==> src/rtl/arb_pkg.sv <==
// Shared types and sizes for the 16-way round-robin arbiter.
// Latency: n/a (declarations only).
// Backpressure: n/a.
package arb_pkg;

  localparam int N_REQ = 16;
  localparam int IDX_W = 4;

  typedef enum logic {
    IDLE  = 1'b0,
    GRANT = 1'b1
  } arb_state_t;

endpackage : arb_pkg

==> src/rtl/decoder_4_to_16.sv <==
// 4-bit index to 16-bit one-hot decoder with enable; all-zero when disabled.
// Latency: purely combinational.
// Backpressure: none.
//
// Ports:
//   ena - output enable; when low the output is all zero
//   in  - binary index 0..15
//   out - one-hot vector, bit 'in' set when enabled
module decoder_4_to_16 (
  input  logic        ena,
  input  logic [3:0]  in,
  output logic [15:0] out
);

  always_comb begin
    out = 16'h0000;
    if (ena) begin
      out = 16'h0001 << in;
    end
  end

endmodule : decoder_4_to_16

==> src/rtl/rr_arbiter_16.sv <==
// Round-robin arbiter: one shared resource, 16 requesters, bounded hold time.
// Latency: request sampled in IDLE at edge N -> grant valid after edge N; >=1 idle cycle between grants.
// Backpressure: holder keeps the grant until done, request drop, hold budget or ena low releases it.
//
// Ports:
//   clk       - single clock, rising edge
//   rst_n     - asynchronous active-low reset
//   ena       - arbiter enable; low blocks new grants and releases the active one
//   req       - request vector, bit i belongs to requester i
//   done      - current holder finished; only looked at while granting
//   grant     - one-hot grant, all-zero when idle (decoded from flops only)
//   grant_idx - index of the current or most recent winner
//   busy      - a grant is active
module rr_arbiter_16
  import arb_pkg::*;
#(
  parameter int unsigned MAX_HOLD = 8
) (
  input  logic               clk,
  input  logic               rst_n,
  input  logic               ena,
  input  logic [N_REQ-1:0]   req,
  input  logic               done,
  output logic [N_REQ-1:0]   grant,
  output logic [IDX_W-1:0]   grant_idx,
  output logic               busy
);

  // Wide enough to hold MAX_HOLD itself so the saturation value is representable.
  localparam int HC_W = $clog2(MAX_HOLD + 1);
  localparam logic [HC_W-1:0] HOLD_LAST = HC_W'(MAX_HOLD - 1);
  localparam logic [HC_W-1:0] HOLD_SAT  = HC_W'(MAX_HOLD);

  arb_state_t        state_q, state_d;
  logic [IDX_W-1:0]  ptr_q, ptr_d;
  logic [IDX_W-1:0]  grant_idx_q, grant_idx_d;
  logic [HC_W-1:0]   hold_cnt_q, hold_cnt_d;

  // Rotating priority search result.
  logic              found;
  logic [IDX_W-1:0]  pick;

  logic              release_now;

  // Walk the 16 offsets starting at ptr; the first set request wins.
  // Index addition is 4 bits wide so the walk wraps 15 -> 0 on its own.
  always_comb begin
    found = 1'b0;
    pick  = ptr_q;
    for (int k = 0; k < N_REQ; k++) begin
      logic [IDX_W-1:0] cand;
      cand = ptr_q + IDX_W'(k);
      if (!found && req[cand]) begin
        found = 1'b1;
        pick  = cand;
      end
    end
  end

  // Any number of causes collapse into one release event, so ptr moves once.
  always_comb begin
    release_now = done
               || !req[grant_idx_q]
               || (hold_cnt_q == HOLD_LAST)
               || !ena;
  end

  always_comb begin
    state_d     = state_q;
    ptr_d       = ptr_q;
    grant_idx_d = grant_idx_q;
    hold_cnt_d  = hold_cnt_q;

    unique case (state_q)
      IDLE: begin
        // done is deliberately not looked at here.
        if (ena && found) begin
          state_d     = GRANT;
          grant_idx_d = pick;
          hold_cnt_d  = '0;
        end
      end

      GRANT: begin
        if (hold_cnt_q != HOLD_SAT) begin
          hold_cnt_d = hold_cnt_q + HC_W'(1);
        end
        if (release_now) begin
          state_d = IDLE;
          // Winner drops to lowest priority; grant_idx keeps reporting it.
          ptr_d   = grant_idx_q + IDX_W'(1);
        end
      end

      default: begin
        state_d = IDLE;
      end
    endcase
  end

  always_ff @(posedge clk or negedge rst_n) begin
    if (!rst_n) begin
      state_q     <= IDLE;
      ptr_q       <= '0;
      grant_idx_q <= '0;
      hold_cnt_q  <= '0;
    end else begin
      state_q     <= state_d;
      ptr_q       <= ptr_d;
      grant_idx_q <= grant_idx_d;
      hold_cnt_q  <= hold_cnt_d;
    end
  end

  // Outputs depend on flops only, so reset clears them without a clock.
  decoder_4_to_16 u_grant_dec (
    .ena (state_q == GRANT),
    .in  (grant_idx_q),
    .out (grant)
  );

  assign grant_idx = grant_idx_q;
  assign busy      = (state_q == GRANT);

endmodule : rr_arbiter_16

==> config.mk <==
export PLATFORM = sky130hd
export DESIGN_NAME = rr_arbiter_16
export DESIGN_NICKNAME = d
export VERILOG_FILES = /design/src/rtl/arb_pkg.sv /design/src/rtl/decoder_4_to_16.sv /design/src/rtl/rr_arbiter_16.sv
export SDC_FILE = /design/constraint.sdc
export NUM_CORES = 1
export LEC_CHECK = 0
export CORE_UTILIZATION = 35
export DETAILED_ROUTE_END_ITERATION = 10
export GPL_ROUTABILITY_DRIVEN = 0
export GPL_TIMING_DRIVEN = 0
export SLEW_MARGIN = 5
export SYNTH_ARGS = -nofsm -noshare
export SYNTH_HDL_FRONTEND = slang
export SYNTH_HIERARCHICAL = 1
export SYNTH_SLANG_ARGS = --single-unit
export TNS_END_PERCENT = 10
==> constraint.sdc <==
create_clock -name clk -period 6.64 [get_ports clk]
set_input_delay 1.328 -clock clk [delete_from_list [all_inputs] [get_ports clk]]
set_output_delay 1.328 -clock clk [all_outputs]
set_load 0.05 [all_outputs]
==> results of run 1 <==
==> cells in the final DEF (no fill, tap or decap), types with 4 or more instances in the layout <==
| cell type | instances |
|---|---|
| a221oi_1 | 5 |
| nand3_1 | 11 |
| ha_1 | 10 |
| clkdlybuf4s50_1 | 40 |
| o32ai_1 | 4 |
| nand3b_1 | 4 |
| nor3_1 | 13 |
| mux2i_1 | 29 |
| xor2_1 | 4 |
| nand2b_1 | 4 |
| mux4_2 | 23 |
| mux2_2 | 19 |
| a21oi_1 | 19 |
| inv_1 | 15 |
| clkbuf_1 | 12 |
| o21ai_0 | 13 |
| nor2_1 | 48 |
| o22ai_1 | 7 |
| dfrtp_1 | 13 |
| nand2_1 | 32 |
| mux4_1 | 6 |
| xnor2_1 | 7 |
==> critical path, stage by stage (launching register included) <==
cell       delay (ns)
dfrtp_1          0.56
clkbuf_1         0.59
inv_1            0.39
ha_1             0.50
buf_1            0.49
clkbuf_1         0.56
mux2i_1          0.32
mux2i_1          0.13
a32o_1           0.39
or4_4            0.48
or4_4            0.51
and3b_1          0.25
o32ai_1          0.09
a2111oi_0        0.56
o32ai_1          0.14
==> worst min-delay path by stage <==
stage	start	end	cells past startpoint
6_report	hold_cnt_q[0]	hold_cnt_q[0]	1
5_1_grt	hold_cnt_q[2]	hold_cnt_q[2]	1
3_5_place_dp	hold_cnt_q[2]	hold_cnt_q[2]	1
2_1_floorplan	hold_cnt_q[2]	hold_cnt_q[2]	1
4_1_cts	hold_cnt_q[2]	hold_cnt_q[2]	1
3_3_place_gp	hold_cnt_q[2]	hold_cnt_q[2]	1
==> flip-flops by register name (all words and copies together), names as in the netlist <==
register    count
grant_idx       4
hold_cnt_q      4
ptr_q           4
busy            1
==> area by class of cell <==
class                      instances  area, um^2
buffer                            19         105
clock buffer                       4        45.0
fill                             924        5030
inverter                          17        63.8
multi-input combinational        328        2740
sequential                        13         325
tap                              108         135
timing repair buffer              40         400
==> layer usage <==
layer	routed length, um	GRT usage
met1	4820	0.309
met2	5020	0.371
met3	608	0.0251
met4	231	0.0517
met5	0	0
==> cell families (layout without fill, tap and decap cells) <==
family / count (synthesis) / after routing / synth area share
muxes: 78 / 78 / 0.369
adders and majority gates: 10 / 10 / 0.0386
xor gates and xnor gates: 12 / 12 / 0.0348
DFF: 13 / 13 / 0.100
AOI/OAI and AO/OA: 87 / 87 / 0.191
and+or+nand+nor: 141 / 141 / 0.214
buffers and inverters: 36 / 80 / 0.0522
==> metrics by stage <==
step           setup WS, ns  std cells  instance area (um^2)
2_1_floorplan          1.79        377                  3240
3_3_place_gp          0.633        525                  3770
3_5_place_dp          0.562        525                  3770
4_1_cts               0.541        529                  3820
5_1_grt              0.0681        529                  3820
6_report              0.508        529                  3820
==> run summary, run 1 <==
Share of layout cells above drive strength 1 = 0.154
Worst EP arrival = 6.22 ns
Initial core utilization = 0.366
Diodes inserted = 0
Critical path class = flop to flop
FF-to-FF path depth = 14
Async set or reset register ratio after synthesis = 1.00
Post-synth EDFFs = 0
Vias/cell = 6.32
Most frequent cells after synthesis = nor2_1 (48), nand2_1 (32), mux2i_1 (29), mux4_2 (23)
Overflow after GRT = 0
CP max FO = 10
Wire length per cell = 20.2 um
Finished Core Util = 0.432
Setup bufs post-CTS = 0
Port Buffer Count = 40
CTS Hold Buffers Added = 0
Post-Route WL = 10700 um
Synth area leader = mux4_2
Crit. End Element = flop
Final Cycle Share = 0.923
Vias in the first global route = 3145
Gr usage total = 0.223
DIE HEIGHT = 98.2 um
CORE AREA = 8850 um^2
CTS buffer count = 3
R2R Path End = grant_idx[2]
DPL Wire Length = 8480 um
Die width = 98.2 um
Clk slew on worst S/H paths = 0.06 ns
Initial DRC Count = 322
Synth top area cells = mux4_2 (16%), dfrtp_1 (10%), mux2i_1 (9.0%)
Syn Nets = 407
Critical R2R Launch = ptr_q[1]
Htree depth = 1
Sequential share of the synthesized area = 0.100
Fin Hold WS = 0.561 ns
Via count = 3343
Io pins = 41
Status = finished clean
Fmax = 163 MHz
Slew headroom = 0.526
Final hold violation count = 0
Number of antenna-violating nets in the routed design = 0
Area Overhead vs Synth = 17.9%
Yosys warns = 6
DRC viols = 0
Max clock buf depth = 2
Nets = 452
RSZ-0062 raised after global routing = no
Worst slew pin tran = 0.711 ns
Sink Count = 13
R2R setup slack = 0.51 ns
Clock latency on the worst-skew pair = 0.24 ns
Antenna violations before repair = 0
Setup TNS = 0 ns
Synth Flop Type = dfrtp_1
Netlist cell types = 66
Mapped cell area = 3240 um^2
First-pass GRT wire length = 17100 um
# rows = 34
Clock Tree Root = clkbuf_8
Top-count cell post-synth = nor2_1
DIE AREA = 9640 um^2
Crit path to = grant_idx[2]
CTS tree = built
Avg Inst Size Synth = 8.59 um^2
Max-cap check violation count = 0
Drt pass-1 iters = 6
Post-synth top area share = 0.160
Clock skew = 0.00376 ns
Critical Path Start Type = flop
Resize count post-CTS = 0
WP data required = 6.73 ns
Max Slew Vio Count = 0
Hold Path Class = flop to flop
Cells after synthesis = 377
Synth Register Bits = 13
Setup-failing EPs final = 0
Crit path time final = 6.13 ns
Worst setup path startpoint = ptr_q[1]
Largest net degree at the start of global routing = 14
Power of run 1 is left out: the tool's default activity adds up to more than one toggle a clock period on the data nets, which glitch-free logic cannot reach.
==> run 2: changes to the inputs <==
--- a/config.mk
+++ b/config.mk
@@ -5,10 +5,12 @@
 export SDC_FILE = /design/constraint.sdc
 export NUM_CORES = 1
 export LEC_CHECK = 0
+export CORE_ASPECT_RATIO = 2
 export CORE_UTILIZATION = 35
 export DETAILED_ROUTE_END_ITERATION = 10
 export GPL_ROUTABILITY_DRIVEN = 0
 export GPL_TIMING_DRIVEN = 0
+export MAX_ROUTING_LAYER = met4
 export SLEW_MARGIN = 5
 export SYNTH_ARGS = -nofsm -noshare
 export SYNTH_HDL_FRONTEND = slang
==> run summary, run 2 (same netlist as run 1, synthesis figures left out) <==
Crit-path leading delay family = buffers and inverters
Drt pass-1 iters = 7 (+1)
Clock skew = 0.000894 ns (-0.00287 ns)
Final hold violation count = 0 (unchanged)
Die width = 70.0 um (-29%)
Crit. End Element = flop
Htree depth = 1 (unchanged)
Commonest cells after routing, fill and taps aside = nor2_1 (48), clkdlybuf4s50_1 (40), nand2_1 (32), mux2i_1 (29), mux4_2 (23)
DRC viols = 0 (unchanged)
Area Overhead vs Synth = 18.8%
Initial core utilization = 0.359 (-0.00666)
Overflow after GRT = 0 (unchanged)
Diodes inserted = 0 (unchanged)
Wire length per cell = 22.8 um (+13%)
Critical Path Start Type = flop
Sink Count = 13 (unchanged)
Final std cells w/o fill = 523 (-1.1%)
Critical R2R Launch = ptr_q[1]
Max-cap check violation count = 0 (unchanged)
CP max FO = 10 (unchanged)
Most common cell after layout, fill and taps aside = nor2_1
Setup TNS = 0 ns (unchanged)
Worst setup path startpoint = ptr_q[1]
Vias in the first global route = 3409 (+8.4%)
Status = finished clean
Slew headroom = 0.418 (-0.108)
Worst slew pin tran = 0.851 ns (+0.140 ns)
Initial DRC Count = 268 (-17%)
Hold Path Class = flop to flop
Crit-path cells = clkbuf_1 -> inv_1 -> ha_1 -> buf_1 -> clkbuf_2 -> mux2i_1 -> mux2i_1 -> a32o_1 -> or4_4 -> or4_4 -> and3b_1 -> o32ai_1 -> a2111oi_0 -> o32ai_1
CORE AREA = 9010 um^2 (+1.9%)
Crit-path max cell delay = 0.78 ns (+0.19 ns)
DIE AREA = 9660 um^2 (+0.24%)
Clock Tree Root = clkbuf_16
Max clock buf depth = 2 (unchanged)
Nets = 452 (unchanged)
Critical path class = flop to flop
Antenna violations before repair = 0 (unchanged)
Placed insts = 519 (-1.1%)
DP Worst Slack = 0.210 ns (-0.352 ns)
First-pass GRT wire length = 18800 um (+10%)
# rows = 49 (+44%)
RSZ-0062 raised after global routing = no
Clk slew on worst S/H paths = 0.04 ns (-0.02 ns)
Gr usage total = 0.259 (+0.0366)
Share of layout cells above drive strength 1 = 0.157 (+0.00238)
CTS tree = built
Port Buffer Count = 40 (unchanged)
Io pins = 41 (unchanged)
CTS buffer count = 3 (unchanged)
Largest net degree at the start of global routing = 14 (unchanged)
Final WS setup = 0.291 ns (-0.217 ns)
Fmax = 158 MHz (-3.4%)
Slowest stage cell on the critical path = a2111oi_0
Post-Route WL = 11900 um (+12%)
Worst EP arrival = 6.44 ns (+0.22 ns)
Vias/cell = 6.45 (+2.1%)
Crit path time final = 6.35 ns (+0.217 ns)
Via count = 3375 (+0.96%)
Final Cycle Share = 0.956 (+0.0327)
Clock latency on the worst-skew pair = 0.24 ns (about the same)
WP data required = 6.73 ns (about the same)
DPL Wire Length = 9530 um (+12%)
Setup-failing EPs final = 0 (unchanged)
HP Start = hold_cnt_q[0]
Max Slew Vio Count = 0 (unchanged)
Number of antenna-violating nets in the routed design = 0 (unchanged)
WP buf/inv = 4 (unchanged)
DIE HEIGHT = 138 um (+41%)
## run 2: through the flow
stage | hold slack, ns | utilization | area [um^2]
finish | 0.570 | 0.427 | 3850
global route | 0.588 | 0.427 | 3850
CTS | 0.572 | 0.427 | 3840
detailed placement | 0.564 | 0.418 | 3770
global placement | 0.546 | 0.418 | 3770
floorplan | 0.508 | - | 3240
## run 2: cell type report
| class | count | area, um^2 |
|---|---|---|
| repair buffers | 40 | 400 |
| plain buffers | 19 | 106 |
| fillers | 895 | 5170 |
| well taps | 102 | 128 |
| flip-flops and latches | 13 | 325 |
| multi-input cells | 328 | 2740 |
| inverters | 17 | 63.8 |
| clock buffers | 4 | 78.8 |
## run 2: worst paths after layout
kind                            endpoint  slack, ns  cells past startpoint
min in group asynchronous       ptr_q[0]       1.49                      1
max in group asynchronous  hold_cnt_q[2]       4.73                      1
setup reg to reg            grant_idx[2]       0.29                     14
setup / recovery            grant_idx[2]       0.29                     14
hold / removal             hold_cnt_q[0]       0.57                      1
hold reg to reg            hold_cnt_q[0]       0.57                      1
## run 2: layer usage
metal | track usage | part of all wire | up-vias
met4 | 0.167 | 0.077 | 0
met5 | - | 0 | -
met1 | 0.260 | 0.33 | 1608
met3 | 0.0197 | 0.046 | 57
li1 | - | - | 1562
met2 | 0.469 | 0.55 | 148
## run 2: what timing repair did
item	in CTS	in global routing
setup buffers	0	0
resized for setup	0	2
hold buffers	0	0
setup endpoints to repair	0	3
hold endpoints to repair	0	0
## run 2: worst register-to-register path, delay by kind of cell, from the launching register on
kind / cells / cell delay, ns
AO/OA/AOI/OAI: 4 / 1.40
adder cells (fa/ha/maj): 1 / 0.52
buffers and inverters: 4 / 1.98
AND/OR/NAND/NOR: 3 / 1.24
flip-flops: 1 / 0.58
multiplexers: 2 / 0.48
Power of run 2 is left out for the same reason.
==> run 3: changes to the inputs <==
--- a/config.mk
+++ b/config.mk
@@ -5,6 +5,7 @@
 export SDC_FILE = /design/constraint.sdc
 export NUM_CORES = 1
 export LEC_CHECK = 0
+export CAP_MARGIN = 20
 export CORE_ASPECT_RATIO = 2
 export CORE_UTILIZATION = 35
 export DETAILED_ROUTE_END_ITERATION = 10
==> results of run 3 <==
Final layout, timing and power as in run 2 (identical DEF).
Power of run 3 is left out for the same reason.
